## config.mk

```make
export PLATFORM = sky130hd
export DESIGN_NAME = jk_reg_bank
export DESIGN_NICKNAME = d
export VERILOG_FILES = /design/src/rtl/jk_reg_bank.sv
export SDC_FILE = /design/constraint.sdc
export NUM_CORES = 1
export LEC_CHECK = 0
export CAP_MARGIN = 10
export CELL_PAD_IN_SITES_DETAIL_PLACEMENT = 1
export CELL_PAD_IN_SITES_GLOBAL_PLACEMENT = 1
export CORE_MARGIN = 2
export CORE_UTILIZATION = 42
export CTS_CLUSTER_SIZE = 16
export DETAILED_ROUTE_END_ITERATION = 8
export MAX_ROUTING_LAYER = met4
export PLACE_DENSITY_LB_ADDON = 0.1
export SETUP_SLACK_MARGIN = 0.5
export SLEW_MARGIN = 20
export SYNTH_ARGS = -nofsm -noshare
export SYNTH_HDL_FRONTEND = slang
export SYNTH_SLANG_ARGS = --single-unit
```

## constraint.sdc

```tcl
create_clock -name clk -period 6.65 [get_ports clk]
set_input_delay 1.6625 -clock clk [delete_from_list [all_inputs] [get_ports clk]]
set_output_delay 1.6625 -clock clk [all_outputs]
set_load 0.05 [all_outputs]
```

## src/rtl/jk_reg_bank.sv

```systemverilog
// Bank of JK flip-flops advanced by an internal rate tick in the clk domain,
// with synchronised j/k inputs, parallel load and a saturating change counter.
module jk_reg_bank #(
    parameter int unsigned      WIDTH       = 8,
    parameter int unsigned      DIV         = 50000000,
    parameter int unsigned      SYNC_STAGES = 2,
    parameter logic [WIDTH-1:0] RESET_VAL   = '0
) (
    input  logic             clk,
    input  logic             rst,
    input  logic             en,
    input  logic [WIDTH-1:0] j,
    input  logic [WIDTH-1:0] k,
    input  logic             load,
    input  logic [WIDTH-1:0] load_val,
    output logic [WIDTH-1:0] q,
    output logic [WIDTH-1:0] qbar,
    output logic             tick,
    output logic [15:0]      chg_cnt
);

    localparam int unsigned     CW      = (DIV > 1) ? $clog2(DIV) : 1;
    localparam logic [CW-1:0]   CNT_MAX = CW'(DIV - 1);
    localparam logic [15:0]     CHG_MAX = 16'hFFFF;

    logic [CW-1:0]    cnt_q, cnt_d;
    logic [WIDTH-1:0] q_q, q_d;
    logic [WIDTH-1:0] jk_d;
    logic             tick_q, tick_d;
    logic [15:0]      chg_q, chg_d;
    logic [WIDTH-1:0] j_s, k_s;
    logic             strobe;

    if (SYNC_STAGES == 0) begin : g_bypass
        assign j_s = j;
        assign k_s = k;
    end else begin : g_sync
        logic [SYNC_STAGES-1:0][WIDTH-1:0] js_q;
        logic [SYNC_STAGES-1:0][WIDTH-1:0] ks_q;

        always_ff @(posedge clk) begin
            if (rst) begin
                js_q <= '0;
                ks_q <= '0;
            end else begin
                js_q[0] <= j;
                ks_q[0] <= k;
                for (int i = 1; i < SYNC_STAGES; i++) begin
                    js_q[i] <= js_q[i-1];
                    ks_q[i] <= ks_q[i-1];
                end
            end
        end

        assign j_s = js_q[SYNC_STAGES-1];
        assign k_s = ks_q[SYNC_STAGES-1];
    end

    assign strobe = en && (cnt_q == CNT_MAX);

    // A load restarts the tick period so the next tick is a full DIV away.
    always_comb begin
        cnt_d = cnt_q;
        if (load) begin
            cnt_d = '0;
        end else if (en) begin
            if (cnt_q == CNT_MAX) begin
                cnt_d = '0;
            end else begin
                cnt_d = cnt_q + 1'b1;
            end
        end
    end

    always_comb begin
        jk_d = q_q;
        for (int i = 0; i < WIDTH; i++) begin
            unique case ({j_s[i], k_s[i]})
                2'b01:   jk_d[i] = 1'b0;
                2'b10:   jk_d[i] = 1'b1;
                2'b11:   jk_d[i] = ~q_q[i];
                default: jk_d[i] = q_q[i];
            endcase
        end
    end

    always_comb begin
        q_d    = q_q;
        tick_d = 1'b0;
        chg_d  = chg_q;
        if (load) begin
            q_d = load_val;
        end else if (strobe) begin
            q_d    = jk_d;
            tick_d = 1'b1;
            if ((jk_d != q_q) && (chg_q != CHG_MAX)) begin
                chg_d = chg_q + 16'd1;
            end
        end
    end

    always_ff @(posedge clk) begin
        if (rst) begin
            cnt_q  <= '0;
            q_q    <= RESET_VAL;
            tick_q <= 1'b0;
            chg_q  <= '0;
        end else begin
            cnt_q  <= cnt_d;
            q_q    <= q_d;
            tick_q <= tick_d;
            chg_q  <= chg_d;
        end
    end

    assign q       = q_q;
    assign qbar    = ~q_q;
    assign tick    = tick_q;
    assign chg_cnt = chg_q;

endmodule

```

==> run metrics, run 1 <==
P per Cell Area roughly 230 nW/um^2; via/cell ratio between 5 and 6; drt pass-1 iters 4; # clock sinks 83; CP cell instances clkdlybuf4s50_1 > nand3b_1 > nor4_2 > nand4_1 > or3_1 > nor4_1 > mux2_1; Synth Area in Simple Gates 27.0%; Tot GR Track Use 19.8%; RSZ-0062 raised after global routing no; Post-CTS Setup Inserts 0; vias in the first global route 2,851; CP Max Fanout 25; DRC violation total after the first TritonRoute iteration 70; Reg clk slew, reported paths approximately 90 ps; syn_area_per_cell roughly 9 um^2; worst clock skew 12.8 ps; Reg2Reg Depth 7; Post-Synth XOR/XNOR Area 6.17%; cts bufs inserted 9; fmax 240 MHz; Worst Hold Class reg -> reg; largest net degree at the start of global routing 61; Post-DRT Antenna Nets 0; Crit Path Category in -> reg; setup TNS 0 ps; slowest cell delay on critical path 710 ps; Routed WL 8.13 mm; Site Rows 32; top-level port count 61; Netlist cell types 39; fill count around 900; crit path launch load; Max-slew headroom 51.5%; outcome finished, final reports clean; P_leak 0.00151 uW; Setup crit start kind primary input; Synth Net Count between 400 and 500; compound-gate portion of the synthesized area a little under a tenth; CTS tree done; vias post-DR 2,791; gate count of the mapped netlist about 380; drt drc 0; Final GP Congestion approximately 0.77; CP arrival between 4000 and 5000 ps; initial antenna violation count 0; first-pass GRT wire length 13.4 mm; Clock Latency Late Sink between 300 and 400 ps; CP Capture Point chg_cnt[11]$_SDFFE_PP0P_; Nets 464; share of cells above drive strength 1 5.92%; Synth Area in Adders 0.735%; Initial Utilization 43.6%; mux share of post-synthesis cell area under 10%; Stages on worst setup path 7; P&R area growth vs syn 25.2%; Max-Cap Viols 0; clock buffer depth 2; Top delay family on crit path simple AND/OR/NAND/NOR gates; period utilization 62.6%; dpl hpwl around 5.7 mm; number of synthesized register bits 83; Slew Viols, Final 0; final hold viol count 0; reg2reg setup slack 3920 ps; Ant. Diodes 0; CP endpoint kind register; wire length per cell 15.0 um; slowest CP cell clkdlybuf4s50_1; WP data required 6900 ps; reg2reg end chg_cnt[11]$_SDFFE_PP0P_; Cell Area, Synth 3410 um^2; Peak supply drop 0.000110 V; CP Buf/Inv Count 1; die area 8850 um^2; Worst Tran Pin Value 727 ps; final setup fails 0; Core Area 7810 um^2; combinational family with the most area after synthesis simple AND/OR/NAND/NOR gates; synth warn 0; CTS Root Cell clkbuf_8; H-tree levels 3; share of the yosys chip area belonging to registers 48.8%; CTS resizes 0; number of port buffers 60; DIE WIDTH 94.1 um; crit path time final 4160 ps; final core utilization 54.6%; R2R Path Start cnt_q[0]$_SDFFE_PP0P_; total congestion overflow 0; # hold bufs at CTS 0; Hold Startpoint g_sync.js_q[5]$_SDFF_PP0_; die height 94.1 um
## how the worst min path moves through the flow
stage                        endpoint  cells after the start  slack, ps
floorplan           j_s[0]$_SDFF_PP0_                      1        410
global placement    k_s[6]$_SDFF_PP0_                      1        420
detailed placement  j_s[5]$_SDFF_PP0_                      1        430
CTS                 k_s[7]$_SDFF_PP0_                      1        450
global route        k_s[7]$_SDFF_PP0_                      1        460
finish              j_s[5]$_SDFF_PP0_                      1        440
## state kept, by name, indices dropped and copies added, names as in the netlist
signal / cells
chg_cnt: 16
cnt_q: 26
g_sync.js_q: 8
g_sync.ks_q: 8
j_s: 8
k_s: 8
q: 8
tick: 1
## where the power goes
part           switching (uW)  internal [uW]
logic                    46.5           37.9
clock network             199            180
registers                8.63            509
## cell families after synthesis
kind of cell	after synthesis
muxes	12
DFF	83
xor gates and xnor gates	24
adders and majority gates	2
and+or+nand+nor	167
buffers and inverters	35
AOI/OAI and AO/OA	56
## area by class of cell
class | count | area [um^2] | share of cell area (%)
flip-flops and latches | 83 | 1660 | 39.0
multi-input cells | 261 | 1600 | 37.5
repair buffers | 61 | 603 | 14.1
well taps | 102 | 128 | 2.99
clock buffers | 9 | 124 | 2.90
clock inverters | 7 | 81.3 | 1.91
inverters | 18 | 67.6 | 1.58
## cell usage in the layout, fill, tap and decap left out, drive strengths merged, types with 6 or more instances in the layout
master,instances
dfxtp,83
clkdlybuf4s50,59
nor2b,37
nor2,35
a21oi,24
inv,22
nand3,17
nand2,17
or3,14
o21ai,14
xor2,14
nand4,13
xnor2,10
clkbuf,9
mux2i,8
nor3,8
and3,7
o21a,7
a31oi,6
## per-stage QoR
stage,hold WS [ps],area [um^2],std cells,setup slack [ps],total power [uW]
2_1_floorplan,414,3410,379,3430,577
3_3_place_gp,419,4060,525,2240,613
3_5_place_dp,425,4060,525,2130,615
4_1_cts,447,4270,541,2480,993
5_1_grt,462,4270,541,2270,1020
6_report,441,4270,541,2490,981
## synthesized netlist by cell type (all sizes together)
cell / number / share of area, %
or4b: 2 / 0.59
xor2: 14 / 3.6
a21oi: 24 / 3.5
and3: 7 / 1.3
dfxtp: 83 / 49
o21ai: 14 / 2.1
or2: 2 / 0.37
mux2i: 8 / 2.4
nor3: 8 / 1.3
xnor2: 10 / 2.6
nor4: 4 / 0.92
inv: 18 / 2.0
nor4bb: 1 / 0.29
mux2: 4 / 1.3
nor2b: 37 / 6.8
nand2b: 2 / 0.37
ha: 2 / 0.73
nand4: 13 / 2.4
or3: 14 / 2.6
nor4b: 1 / 0.26
a31oi: 6 / 1.1
nand3b: 1 / 0.22
and2: 2 / 0.37
nand2: 17 / 1.9
nand3: 17 / 2.5
a221o: 1 / 0.29
clkbuf: 12 / 1.3
buf: 5 / 0.92
a22oi: 1 / 0.22
nor2: 35 / 3.9
o21a: 7 / 1.5
o21ba: 1 / 0.29
and4: 4 / 1.0
o22ai: 2 / 0.37
## layer usage
| layer | up-vias | GRT usage, % | part of all wire [%] |
|---|---|---|---|
| li1 | 1404 | - | - |
| met1 | 1335 | 24.4 | 47 |
| met2 | 37 | 32.1 | 49 |
| met4 | 0 | 9.18 | 2.4 |
| met3 | 15 | 2.97 | 2.3 |
| met5 | - | - | 0 |
Note: power is estimated with default switching activity, not from simulation.
==> inputs of run 2 (changes only) <==
CORE_UTILIZATION = 35   (was 42)
clock period = 3.5 ns   (was 6.65 ns; I/O delays follow)
==> run 2 against run 1 <==
Against the previous run:
- sequential cell count is the same
- global-route usage down 3.2 points
- clock power increased by 110%
- largest power group unchanged
- critical path depth grew 1
==> run metrics, run 2 (same netlist as run 1, synthesis figures left out) <==
outcome finished, final reports clean; vias in the first global route 2,809; most frequent cells in the layout dfxtp_1 (83), clkdlybuf4s50_1 (59), nor2b_1 (37), nor2_1 (35), a21oi_1 (24); Post-CTS Setup Inserts 0; Max-slew headroom 59.5%; Routed WL 8.06 mm; drt drc 0; Biggest register cnt_q; DRC violation total after the first TritonRoute iteration between 40 and 50; CTS tree done; # clock sinks 83; CP cell instances clkdlybuf4s50_1 > nand3_1 > nor4_2 > nand4_1 > or3_1 > buf_4 > or3_1 > a21oi_1; Clock Latency Late Sink approximately 370 ps; fill count 1,141; Nets 470; gr busiest metal met2; Tot GR Track Use 16.6%; CP arrival roughly 3100 ps; fmax 355 MHz; final setup fails 0; number of port buffers 60; final hold viol count 0; H-tree levels 3; die area 10,500 um^2; period utilization 80.4%; Post-DRT Antenna Nets 0; Crit Path Category in -> reg; Final GP Congestion 0.783; cell mode on critical path or3_1; Largest register FFs 26; Post-DP Area 4140 um^2; WP data required 3790 ps; CP endpoint kind register; largest net degree at the start of global routing 60; setup TNS 0 ps; final core utilization about 46%; wire length per cell 13.9 um; worst clock skew 14.8 ps; Initial Utilization 35.5%; Worst Hold Class reg -> reg; CTS resizes 0; Site Rows 36; CP Max Fanout 14; DIE WIDTH 103 um; first-pass GRT wire length 13.2 mm; Setup crit start kind primary input; CTS Root Cell clkbuf_8; Ant. Diodes 0; # hold bufs at CTS 0; clock buffer depth 2; die height 103 um; Peak supply drop 0.000305 V; Max-Cap Viols 0; crit path time final 2810 ps; via/cell ratio ~5; drt pass-1 iters 4; slowest cell delay on critical path 480 ps; dpl hpwl 5.49 mm; total congestion overflow 0; share of cells above drive strength 1 under 10%; Multi-input gate area 1600 um^2; slowest CP cell clkdlybuf4s50_1; Reg clk slew, reported paths roughly 100 ps; Register Area about 1700 um^2; top-level port count between 60 and 70; met1 Resource Use GR between 10% and 20%; Worst Tran Pin Value 607 ps; P&R area growth vs syn 28.3%; vias post-DR between 2,000 and 3,000; P_leak 0.00155 uW; Final Cell Area around 4400 um^2; initial antenna violation count 0; Core Area 9590 um^2; most common cell after layout, fill and taps aside dfxtp_1; RSZ-0062 raised after global routing no; cts bufs inserted 9; Slew Viols, Final 0; P per Cell Area 440 nW/um^2; met3 GRT Util under 10%; grt met2 use 27.1%
run 2: changes by cell type in the layout (fill, tap and decap cells not counted), sizes merged:
| cell | change |
|---|---|
| buf | +6 |
| bufinv | +1 |
| clkinv | +2 |
| clkinvlp | -1 |
| inv | -2 |
run 2: area by class of cell:
cell class	count	share of cell area, %
clock buffers	9	2.84
clock inverters	7	2.29
inverters	18	1.55
multi-input cells	261	36.6
flip-flops and latches	83	38.0
well taps	133	3.81
repair buffers	67	14.8
run 2: critical path: cells and delay by family:
kind	cells	cell delay [ps]
AOI/OAI and AO/OA	1	130
buffers and inverters	2	690
and+or+nand+nor	5	1390
run 2: through the flow:
stage          power, uW  hold slack (ps)  worst slack [ps]  std cells
5_1_grt             2000              450               566        578
2_1_floorplan       1100              414               984        379
3_3_place_gp        1170              421               355        562
6_report            1920              435               686        578
3_5_place_dp        1170              426               314        562
4_1_cts             1960              441               686        578
run 2: worst paths after layout:
path                                  start                       to  slack [ps]  cells past startpoint
setup / recovery                         en  chg_cnt[3]$_SDFFE_PP0P_         690                      8
setup reg to reg      cnt_q[0]$_SDFFE_PP0P_  chg_cnt[3]$_SDFFE_PP0P_        1100                      8
hold / removal    g_sync.ks_q[2]$_SDFF_PP0_        k_s[2]$_SDFF_PP0_         430                      1
hold reg to reg   g_sync.ks_q[2]$_SDFF_PP0_        k_s[2]$_SDFF_PP0_         430                      1
run 2: report_power, final:
group | internal (uW) | switching, uW | leakage (uW)
registers | 968 | 14.8 | 0.000678
logic | 73.6 | 90.3 | 0.000760
clock network | 408 | 368 | 0.000114
total | 1450 | 473 | 0.00155
run 2: routing by layer:
metal / vias up / part of all wire, %
met2: 38 / 48
met5: - / 0
met4: 0 / 1.3
met3: 7 / 3.3
met1: 1362 / 48
li1: 1413 / -
==> inputs of run 3 (changes only) <==
clock period = 2.4 ns   (was 3.5 ns; I/O delays follow)
==> run 3 against run 2 <==
Against the previous run:
- cell count rose by 4.5%
- highest routed layer unchanged
- total power rose by 42%
- register-to-register slack got worse by 880 ps
- die area did not move
- global-route usage rose by 0.29 points
==> run metrics, run 3 (same netlist as run 1, synthesis figures left out) <==
drt pass-1 iters 4; final setup fails 0; Worst Tran Pin Value 607 ps; crit path time final 2180 ps; Clock Latency Late Sink 360 ps; Initial Utilization 35.5%; largest net degree at the start of global routing 60; P_leak 0.00174 uW; Worst Hold Class reg -> reg; Site Rows 36; CP Max Fanout 6; CTS Root Cell clkbuf_8; Multi-input gate area between 1500 and 2000 um^2; share of cells above drive strength 1 25.3%; Core Area approximately 9600 um^2; die area ~11,000 um^2; CP endpoint kind register; Tot GR Track Use 16.9%; Post-DP Area 4310 um^2; top-level port count 61; WP data required 2680 ps; DIE WIDTH 103 um; P&R area growth vs syn 38.3%; Peak supply drop 0.000360 V; cts bufs inserted 9; # hold bufs at CTS 0; clock buffer depth 2; Crit Path Category reg -> reg; Register Area 1700 um^2; Ant. Diodes 0; DRC violation total after the first TritonRoute iteration 76; PnR Total Power 2720 uW; wire length per cell 13.8 um; die height 103 um; Nets 496; Post-DRT Antenna Nets 0; Slew Viols, Final 0; Max-slew headroom 59.6%; Setup crit start kind register; total congestion overflow 0; outcome finished, final reports clean; most common cell after layout, fill and taps aside dfxtp_1; Biggest register cnt_q; Final GP Congestion 0.789; fmax 459 MHz; vias in the first global route 2,903; final hold viol count 0; vias post-DR 2,916; number of port buffers 60; first-pass GRT wire length 13.6 mm; Reg clk slew, reported paths roughly 90 ps; dpl hpwl 5.84 mm; # clock sinks 83; CTS tree done; H-tree levels 3; Largest register FFs 26; most frequent cells in the layout dfxtp_1 (65), nor2b_1 (37), nor2_1 (35), buf_4 (26), clkdlybuf4s50_1 (24); Max-Cap Viols 0; worst clock skew roughly 15 ps; RSZ-0062 raised after global routing yes; initial antenna violation count 0; CP arrival 2460 ps; Routed WL 8.31 mm; Final Cell Area 4710 um^2; via/cell ratio 4.83; drt drc 0; P per Cell Area 578 nW/um^2; fill count 1,100; period utilization 90.8%
run 3: cell types whose count changed in the layout (fill, tap and decap cells not counted), sizes merged:
cell and delta:
clkdlybuf4s50 -35, clkbuf +9, bufinv -1, clkinvlp +1
dlygate4sd2 +2, buf +26, clkdlybuf4s15 +25, clkinv -1
run 3: metal layers:
| layer | wire [um] | track usage, % | share of wire, % |
|---|---|---|---|
| met5 | 0 | - | 0 |
| met4 | 147 | 5.33 | 1.8 |
| met3 | 282 | 4.27 | 3.4 |
| met2 | 4060 | 26.8 | 49 |
| met1 | 3820 | 21.3 | 46 |
run 3: timing repair:
item                                    4_1_cts  5_1_grt
setup buffers                                 2        7
cloned                                        2        0
endpoints found under the hold margin         0        0
pin swaps                                    15        8
endpoints found under the setup margin       82       62
resized for setup                            98       34
run 3: area by class of cell:
| class | count | area share, % |
|---|---|---|
| Timing Repair Buffer | 93 | 18.0 |
| Inverter | 18 | 1.51 |
| Multi-Input combinational cell | 261 | 36.6 |
| Sequential cell | 83 | 36.0 |
| Clock inverter | 6 | 1.49 |
| Clock buffer | 10 | 2.92 |
| Tap cell | 133 | 3.53 |
run 3: critical path: stages (launching register included):
cell     delay (ps)
dfxtp_2         340
or4b_4          520
nor3_4          130
nand4_1         100
or3_4           390
buf_6           150
or3_4           360
a21oi_2         110
run 3: path summary, 6_finish.rpt:
| kind | startpoint | end | slack (ps) | cells after the start |
|---|---|---|---|---|
| max | cnt_q[18]$_SDFFE_PP0P_ | chg_cnt[3]$_SDFFE_PP0P_ | 220 | 7 |
| min | g_sync.js_q[7]$_SDFF_PP0_ | j_s[7]$_SDFF_PP0_ | 440 | 1 |
| max reg2reg | cnt_q[18]$_SDFFE_PP0P_ | chg_cnt[3]$_SDFFE_PP0P_ | 220 | 7 |
| min reg2reg | g_sync.js_q[7]$_SDFF_PP0_ | j_s[7]$_SDFF_PP0_ | 440 | 1 |
run 3: power by group:
part	leakage, uW	internal, uW	switching, uW	total (uW)
Sequential	0.000688	1410	22.2	1430
Combinational	0.000948	109	137	246
Clock	0.000108	521	527	1050
Total	0.00174	2040	686	2720
run 3: per-stage QoR:
stage                     TNS [ps]  util [%]  worst slack, ps  std cells  hold slack [ps]
after detailed placement     -7970      44.9             -532        577              425
after floorplan                  0         -              222        379              414
after CTS                        0      48.2              152        597              447
after global placement       -6990      44.9             -469        577              416
after global routing             0      49.1              113        604              450
final                            0      49.1              220        604              439
